[src/rtl/maj_tt_pkg.sv]
// Shared constants and state encoding for the majority-network truth-table sweeper.
package maj_tt_pkg;

   localparam int N_IN  = 7;
   localparam int TT_W  = 2 ** N_IN;
   localparam int CNT_W = N_IN + 1;

   localparam logic [1:0] ST_IDLE  = 2'd0;
   localparam logic [1:0] ST_SWEEP = 2'd1;
   localparam logic [1:0] ST_DONE  = 2'd2;

   typedef enum logic [1:0] {
      IDLE  = ST_IDLE,
      SWEEP = ST_SWEEP,
      DONE  = ST_DONE
   } state_e;

endpackage

[src/rtl/maj_tt_hold_ctr.sv]
// Settle/hold counter: holds each vector SETTLE_CYCLES extra cycles, then
// asserts cap_stb for exactly one cycle so the top captures f_in.
module maj_tt_hold_ctr #(
   parameter int unsigned SETTLE_CYCLES = 0
) (
   input  logic clk,
   input  logic rst_n,
   input  logic en,
   output logic cap_stb
);

   localparam logic [3:0] SETTLE_LAST = 4'(SETTLE_CYCLES);

   logic [3:0] hold_q;
   logic [3:0] hold_d;

   // Count while enabled; restart at zero on capture or whenever disabled.
   always_comb begin
      cap_stb = en && (hold_q == SETTLE_LAST);
      hold_d  = 4'd0;
      if (en && !cap_stb) begin
         hold_d = hold_q + 4'd1;
      end
   end

   // Hold counter register.
   always_ff @(posedge clk or negedge rst_n) begin
      if (!rst_n) begin
         hold_q <= 4'd0;
      end else begin
         hold_q <= hold_d;
      end
   end

endmodule

[src/rtl/maj_tt_sweeper.sv]
// Truth-table sweeper: drives all TT_W patterns into a function-under-test,
// captures its output into tt and counts the onset.
// Optional self-check against an expected table: define MAJ_TT_CHECK_EN.
//
// Result handshake: tt/onset_cnt are valid while tt_valid=1 and stay stable
// until the cycle in which tt_valid & tt_ready are both high (transfer edge);
// tt_valid drops on the following cycle. abort beats the transfer.
module maj_tt_sweeper
   import maj_tt_pkg::*;
#(
   parameter int unsigned SETTLE_CYCLES = 0
) (
   input  logic             clk,
   input  logic             rst_n,
   input  logic             start,
   input  logic             abort,
   output logic             busy,
   output logic [N_IN-1:0]  x,
   input  logic             f_in,
   output logic [TT_W-1:0]  tt,
   output logic [CNT_W-1:0] onset_cnt,
   output logic             tt_valid,
   input  logic             tt_ready,
`ifdef MAJ_TT_CHECK_EN
   input  logic [TT_W-1:0]  exp_tt,
   output logic             match,
   output logic [CNT_W-1:0] mismatch_cnt,
`endif
   output logic [1:0]       dbg_state
);

   localparam logic [N_IN-1:0] IDX_ONE  = N_IN'(1);
   localparam logic [N_IN-1:0] IDX_LAST = N_IN'(TT_W - 1);

   state_e             state_q, state_d;
   logic [N_IN-1:0]    idx_q, idx_d;
   logic [TT_W-1:0]    tt_q, tt_d;
   logic [CNT_W-1:0]   onset_q, onset_d;
   logic               hold_en;
   logic               cap_stb;

`ifdef MAJ_TT_CHECK_EN
   logic [TT_W-1:0]    exp_q, exp_d;
   logic [CNT_W-1:0]   mism_q, mism_d;
`endif

   // Hold counter runs only while sweeping; abort zeroes it immediately.
   assign hold_en = (state_q == SWEEP) && !abort;

   maj_tt_hold_ctr #(
      .SETTLE_CYCLES (SETTLE_CYCLES)
   ) u_hold_ctr (
      .clk     (clk),
      .rst_n   (rst_n),
      .en      (hold_en),
      .cap_stb (cap_stb)
   );

   // Sweep FSM: start acceptance, per-vector capture, result handoff, abort.
   always_comb begin
      state_d = state_q;
      idx_d   = idx_q;
      tt_d    = tt_q;
      onset_d = onset_q;
`ifdef MAJ_TT_CHECK_EN
      exp_d   = exp_q;
      mism_d  = mism_q;
`endif
      case (state_q)
         IDLE: begin
            if (start && !abort) begin
               state_d = SWEEP;
               idx_d   = '0;
               tt_d    = '0;
               onset_d = '0;
`ifdef MAJ_TT_CHECK_EN
               exp_d   = exp_tt;
               mism_d  = '0;
`endif
            end
         end
         SWEEP: begin
            if (abort) begin
               state_d = IDLE;
               idx_d   = '0;
            end else if (cap_stb) begin
               tt_d[idx_q] = f_in;
               onset_d     = onset_q + CNT_W'(f_in);
`ifdef MAJ_TT_CHECK_EN
               mism_d      = mism_q + CNT_W'(f_in != exp_q[idx_q]);
`endif
               // Last increment wraps idx back to 0, leaving x at 0 in DONE.
               idx_d = idx_q + IDX_ONE;
               if (idx_q == IDX_LAST) begin
                  state_d = DONE;
               end
            end
         end
         DONE: begin
            if (abort || tt_ready) begin
               state_d = IDLE;
            end
         end
         default: begin
            state_d = IDLE;
            idx_d   = '0;
         end
      endcase
   end

   // State and datapath registers.
   always_ff @(posedge clk or negedge rst_n) begin
      if (!rst_n) begin
         state_q <= IDLE;
         idx_q   <= '0;
         tt_q    <= '0;
         onset_q <= '0;
      end else begin
         state_q <= state_d;
         idx_q   <= idx_d;
         tt_q    <= tt_d;
         onset_q <= onset_d;
      end
   end

`ifdef MAJ_TT_CHECK_EN
   // Expected-table snapshot and mismatch counter.
   always_ff @(posedge clk or negedge rst_n) begin
      if (!rst_n) begin
         exp_q  <= '0;
         mism_q <= '0;
      end else begin
         exp_q  <= exp_d;
         mism_q <= mism_d;
      end
   end

   assign match        = (mism_q == '0);
   assign mismatch_cnt = mism_q;
`endif

   assign x         = idx_q;
   assign tt        = tt_q;
   assign onset_cnt = onset_q;
   assign tt_valid  = (state_q == DONE);
   assign busy      = (state_q != IDLE);
   assign dbg_state = state_q;

endmodule

[config.mk]
export PLATFORM = sky130hd
export DESIGN_NAME = maj_tt_sweeper
export DESIGN_NICKNAME = d
export VERILOG_FILES = /design/src/rtl/maj_tt_pkg.sv /design/src/rtl/maj_tt_hold_ctr.sv /design/src/rtl/maj_tt_sweeper.sv
export SDC_FILE = /design/constraint.sdc
export NUM_CORES = 1
export LEC_CHECK = 0
export BUFFER_PORTS_ARGS = -buffer_cell sky130_fd_sc_hd__clkbuf_2
export CAP_MARGIN = 0
export CORE_ASPECT_RATIO = 0.9
export CORE_MARGIN = 1
export CORE_UTILIZATION = 45
export CTS_CLUSTER_SIZE = 12
export DETAILED_ROUTE_END_ITERATION = 8
export GPL_ROUTABILITY_DRIVEN = 0
export HOLD_SLACK_MARGIN = 0.15
export PLACE_DENSITY = 0.78
export SLEW_MARGIN = 40
export SYNTH_ARGS = -nofsm -noshare
export SYNTH_HDL_FRONTEND = slang
export SYNTH_SLANG_ARGS = --single-unit
[constraint.sdc]
create_clock -name clk -period 5.2 [get_ports clk]
set_input_delay 0.52 -clock clk [delete_from_list [all_inputs] [get_ports clk]]
set_output_delay 0.52 -clock clk [all_outputs]
set_load 0.05 [all_outputs]
**Yosys cells after proc, flatten, opt, wreduce, memory -nomap -nowiden**

Cells that the tools add are included.

- Output and inout bits: 147
- Word-level logic and storage cells: 57
- Bits of input ports: 6
- Register bits after elaboration: 149

- Equal/unequal tests: 9
- Bitwise gates (word level): 1
- Reduce and logical (&&, ||, !) cells: 15
- Order comparisons: 2
- Multiplexer cells: 22
- Add/sub/neg operators: 3

Operators with widths:

| cell | number |
|---|---|
| $mux 128 | 3 |
| $pmux 128 s2 | 1 |
| $bwmux 128 | 1 |
| $mux 8 | 3 |
| $mux 7 | 3 |
| $pmux 7 s3 | 1 |
| $pmux 8 s2 | 1 |
| $mux 2 | 5 |
| $add 8x1->8 | 1 |
| $lt 7x8->1 const B | 1 |
| $reduce_and 4->1 | 2 |
| $add 7x1->7 const B | 1 |
| $demux 1 s7 | 1 |
| $eq 7x7->1 const B | 1 |
| $ge 7x1->1 const B | 1 |
| $ne 2x2->1 const B | 3 |
| $pmux 2 s3 | 1 |
| $logic_and 1x1->1 | 5 |
| $add 4x1->4 const B | 1 |
| $logic_not 4->1 | 1 |
| $mux 4 | 1 |
| $reduce_bool 2->1 | 2 |
| $ne 3x2->1 const B | 1 |
| $ne 3x3->1 const B | 1 |
| other kinds (9) | 10 |

**Longest topological paths before layout**

- Word-level depth: 8
- Gate-level depth with buffers: 8
- Mapped depth without buffers: 6

**Cells and area by module**

A second synthesis with hierarchy kept.

- Cell total of the unflattened synthesis: 690
- Area total of the unflattened synthesis: 7034.2 um2

Modules (own cells, without submodules):

| module | times used | area an instance (um2) | cells an instance | sequential area each (um2) |
|---|---|---|---|---|
| maj_tt_sweeper | 1 | 6814.0 | 670 | 3628.5 |
| maj_tt_hold_ctr | 1 | 220.2 | 20 | 100.1 |

**Least setup slack after synthesis**

OpenSTA, ideal clock, no wires.

- Path kind: reg-to-output
- Start: register state_q[0], in the netlist dbg_state[0]
- End: output port tt_valid
- Path buffers: 3
- Arrival time: 1988 ps
- Required time: 4680 ps
- Setup slack: 2692 ps
- Stages on the path, launching flop included: 5
- Cell sequence: dfrtp_1 buf_4 buf_4 buf_2 nor2b_1

- Longest elaborated chain between the ends: 1

Ends and longest elaborated chain:

| what | RTL line | source |
|---|---|---|
| from (decl) | maj_tt_sweeper.sv:35 | `state_e state_q, state_d;` |
| from (signal assigned) | maj_tt_sweeper.sv:119 | `state_q <= state_d;` |
| $eq 2x2->1 | maj_tt_sweeper.sv:145 | `assign tt_valid = (state_q == DONE);` |
| to (decl) | maj_tt_sweeper.sv:22 | `output logic tt_valid,` |

No other way between the ends.

**Final worst setup path**

- Start: register u_hold_ctr.hold_q[0]
- End: register tt_q[24], in the netlist tt[24]

- Longest elaborated chain between the ends: 4

Ends and longest elaborated chain:

| what | RTL line | source |
|---|---|---|
| from (decl) | maj_tt_hold_ctr.sv:14 | `logic [3:0] hold_q;` |
| from (signal assigned) | maj_tt_hold_ctr.sv:31 | `hold_q <= hold_d;` |
| $logic_not 4->1 | maj_tt_hold_ctr.sv:19 | `cap_stb = en && (hold_q == SETTLE_LAST);` |
| $logic_and 1x1->1 | maj_tt_hold_ctr.sv:19 |  |
| $ne 2x2->1 (no source line) | -- |  |
| $reduce_and 4->1 (no source line) | -- |  |
| to (signal assigned) | maj_tt_sweeper.sv:121 | `tt_q <= tt_d;` |
| to (decl) | maj_tt_sweeper.sv:37 | `logic [TT_W-1:0] tt_q, tt_d;` |

No other way between the ends.
A chain may end at the register's enable or synchronous reset.

==> summary.md <==
| Metric | Value |
|---|---|
| Flops & latches, synth | 149 |
| Sequential element share of the synthesized area | 49.4% |
| DIE WIDTH | 139 µm |
| Routed WL | 19,500 µm |
| Max_cap viols | 0 |
| Failing checks | design-rule violations |
| CTS tree | done |
| Total grt overflow | 0 |
| Dpl cell area | 8420 µm² |
| WP data arrival | 3.18 ns |
| Unrepaired setup endpoints after global routing | false |
| Initial core utilization | 46.5% |
| Hold Slack | 0.369 ns |
| Port Buffers | 152 |
| Slew Limit Headroom | 43.5% |
| Antenna-violating nets left | 0 |
| Dpl hpwl | 12,400 µm |
| PwrDens | 303 nW/µm² |
| Nets | 848 |
| Post-synth EDFFs | 0 |
| Top FF cell, synth | dfrtp_1 |
| Die height | 125 µm |
| Worst-margin pin slew | 0.847 ns |
| Deepest level of the CTS H-tree | 4 |
| Fmax | 349 MHz |
| Setup tns final | 0 ns |
| Worst Skew | 0.0114 ns |
| Postcts setup bufs | 0 |
| Avg WL per Cell | 18.4 µm |
| Post-synthesis cell area | 7550 µm² |
| Worst reg2reg path depth | 6 |
| Fin area | 9110 µm² |
| CP max FO | 20 |
| # setup viols final | 0 |
| N_diodes | 0 |
| Max Buffers Root-to-Sink | 2 |
| Critical path's slowest cell | or4b_4 |
| Vias per cell | 5.58 |
| Floorplan row count | 44 |
| Placeable Area | 16,200 µm² |
| Final period util | 55.0% |
| Post-Syn Area per Cell | 10.5 µm² |
| Pre-Repair DR Iteration Count | 7 |
| Skew-Pair Late Insertion Delay | 0.42 ns |
| R2R Path End | tt[24]$_DFFE_PN0P_ |
| Hold Path Class | input port to flop |
| Vias in the first global route | 5,672 |
| CTS Root Cell | clkbuf_16 |
| CP Class | flop to flop |
| Layout cell share with drive strength beyond 1 | 27.3% |
| Min-delay src | abort |
| Reg2reg start | u_hold_ctr.hold_q[0]$_DFF_PN0_ |
| Post-Synthesis Cells | 720 |
| CTS sink cnt | 149 |
| Largest net degree at the start of global routing | 103 |
| Area grow syn2layout | 20.7% |
| First-pass GRT wire length | 31,500 µm |
| Min Clock Period, post-route | 2.86 ns |
| CTS buffer count | 17 |
| Worst Hold Endpoint | dbg_state[1]$_DFFE_PN0P_ |
| Clock transition at path regs | 0.06 ns |
| Slew Limit Fails | 0 |
| Total GRT Usage | 23.6% |
| Commonest non-fill, non-tap cell in the layout | nand2_1 |
| Reg2Reg Setup Slack | 2.34 ns |
| Worst IR Drop VDD | 0.231 mV |
| Post-synth ARST share | 100% |
| Cell depth of the worst hold path | 2 |
| Critical path's largest stage delay | 0.71 ns |
| Final number of hold-violating endpoints | 0 |
| DRC viols | 26 |
| Outcome | finished with violations |
| I/O pin total | 153 |
| Worst Path Required | 5.52 ns |
| Syn nets | 731 |
| Most frequent cells in the layout | nand2_1 (204), clkbuf_2 (151), dfrtp_1 (148) |
| Initial antenna violation count | 0 |
| Synth warnings | 0 |
| CP cell instances | inv_1 > ha_1 > or4b_4 > a211oi_4 > nand4_2 > o31ai_1 |
| Setup crit start kind | flop |
| 1st-iter DRT viols | 632 |
| Setup crit end kind | flop |
| Leakage power | 4.60 nW |
| Vias | 5,893 |
| Synth unique cells | 57 |
| Die Footprint | 17,300 µm² |
[sequential cells by signal, summed over array words and instances (netlist names)]
name / count
dbg_state: 2
onset_cnt: 8
tt: 128
u_hold_ctr.hold_q: 4
x: 7
[cell families after synthesis]
family,count (synthesis),synth area share [%]
DFF,149,49.4
xor gates and xnor gates,5,0.580
buffers and inverters,71,4.16
muxes,96,12.7
adders and majority gates,5,0.829
AOI/OAI and AO/OA,107,14.3
and+or+nand+nor,287,18.0
[routing by layer]
metal  vias to the layer above  track usage [%]  share of wire [%]
li1                       2774                -                  -
met1                      2915             34.3                 48
met2                       185             35.1                 46
met3                        19             4.88                4.9
met4                         0             7.40                1.1
met5                         -                0                  0
[how the worst max path moves through the flow]
stage | startpoint | slack (ns) | endpoint
floorplan | dbg_state[0]$_DFFE_PN0P_ | 2.69 | tt_valid
global placement | dbg_state[0]$_DFFE_PN0P_ | 2.30 | x[4]$_DFFE_PN0P_
detailed placement | abort | 2.26 | tt[24]$_DFFE_PN0P_
CTS | u_hold_ctr.hold_q[0]$_DFF_PN0_ | 2.34 | tt[24]$_DFFE_PN0P_
global route | u_hold_ctr.hold_q[0]$_DFF_PN0_ | 2.10 | tt[24]$_DFFE_PN0P_
finish | u_hold_ctr.hold_q[0]$_DFF_PN0_ | 2.34 | tt[24]$_DFFE_PN0P_
[power breakdown]
part	total [W]	leakage [nW]	switching [W]	internal, W
sequential	0.00120	2.08	0.0000355	0.00117
clock	0.00131	0.311	0.000497	0.000811
combinational	0.000249	2.21	0.000197	0.0000529
[synthesized netlist by cell type (2+ instances only)]
cell	n	area [µm²]
dfrtp_1	149	3730
xnor2_1	3	26.3
or4bb_1	6	67.6
a2111oi_2	2	30.0
a31o_2	2	17.5
a2111o_1	4	45.0
or4b_2	2	20.0
or4b_1	3	30.0
a2111oi_4	13	358
nor3b_1	4	30.0
clkbuf_1	47	176
and2b_1	2	15.0
buf_1	5	18.8
o21ai_0	7	35.0
buf_2	6	30.0
nor2b_1	3	18.8
a21oi_1	6	30.0
nor2_1	15	56.3
buf_6	2	22.5
ha_1	5	62.6
nor3_1	4	20.0
nand4_1	2	12.5
nand3_4	2	35.0
xor2_1	2	17.5
o211ai_1	32	240
nand2_1	205	769
nand3_1	10	50.1
inv_1	7	26.3
o31ai_1	32	240
nand4b_1	4	35.0
or3_1	4	25.0
mux2i_1	96	961
or2_2	4	25.0
buf_4	2	15.0
or3b_2	3	26.3
and3_1	4	25.0
[repair_timing]
action                                 in CTS  in global routing
resized for setup                           0                  0
endpoints found under the hold margin       0                 25
hold buffers                                0                  1
[worst max-delay path: cells and delay by family, from the launching register on]
kind / cells / cell delay, ns
flip-flops: 1 / 0.41
adder cells (fa/ha/maj): 1 / 0.15
AO/OA/AOI/OAI: 2 / 1.04
buffers and inverters: 1 / 0.07
AND/OR/NAND/NOR: 2 / 1.07
[layout make-up]
class / instances / area (µm²)
sequential: 149 / 3730
clock buffer: 22 / 484
multi-input combinational: 500 / 3570
tap: 207 / 259
inverter: 7 / 26.3
fill: 1379 / 7130
clock inverter: 10 / 144
timing repair buffer: 162 / 896
[metrics by stage]
step	total power, W	cells	utilization (%)	worst slack (ns)
after floorplan	0.00138	720	-	2.69
after global placement	0.00146	1020	51.5	2.30
after detailed placement	0.00147	1022	51.8	2.26
after CTS	0.00277	1054	55.7	2.34
after global routing	0.00285	1057	56.1	2.10
final	0.00276	1057	56.1	2.34
Power figures use the tool's default switching activity.
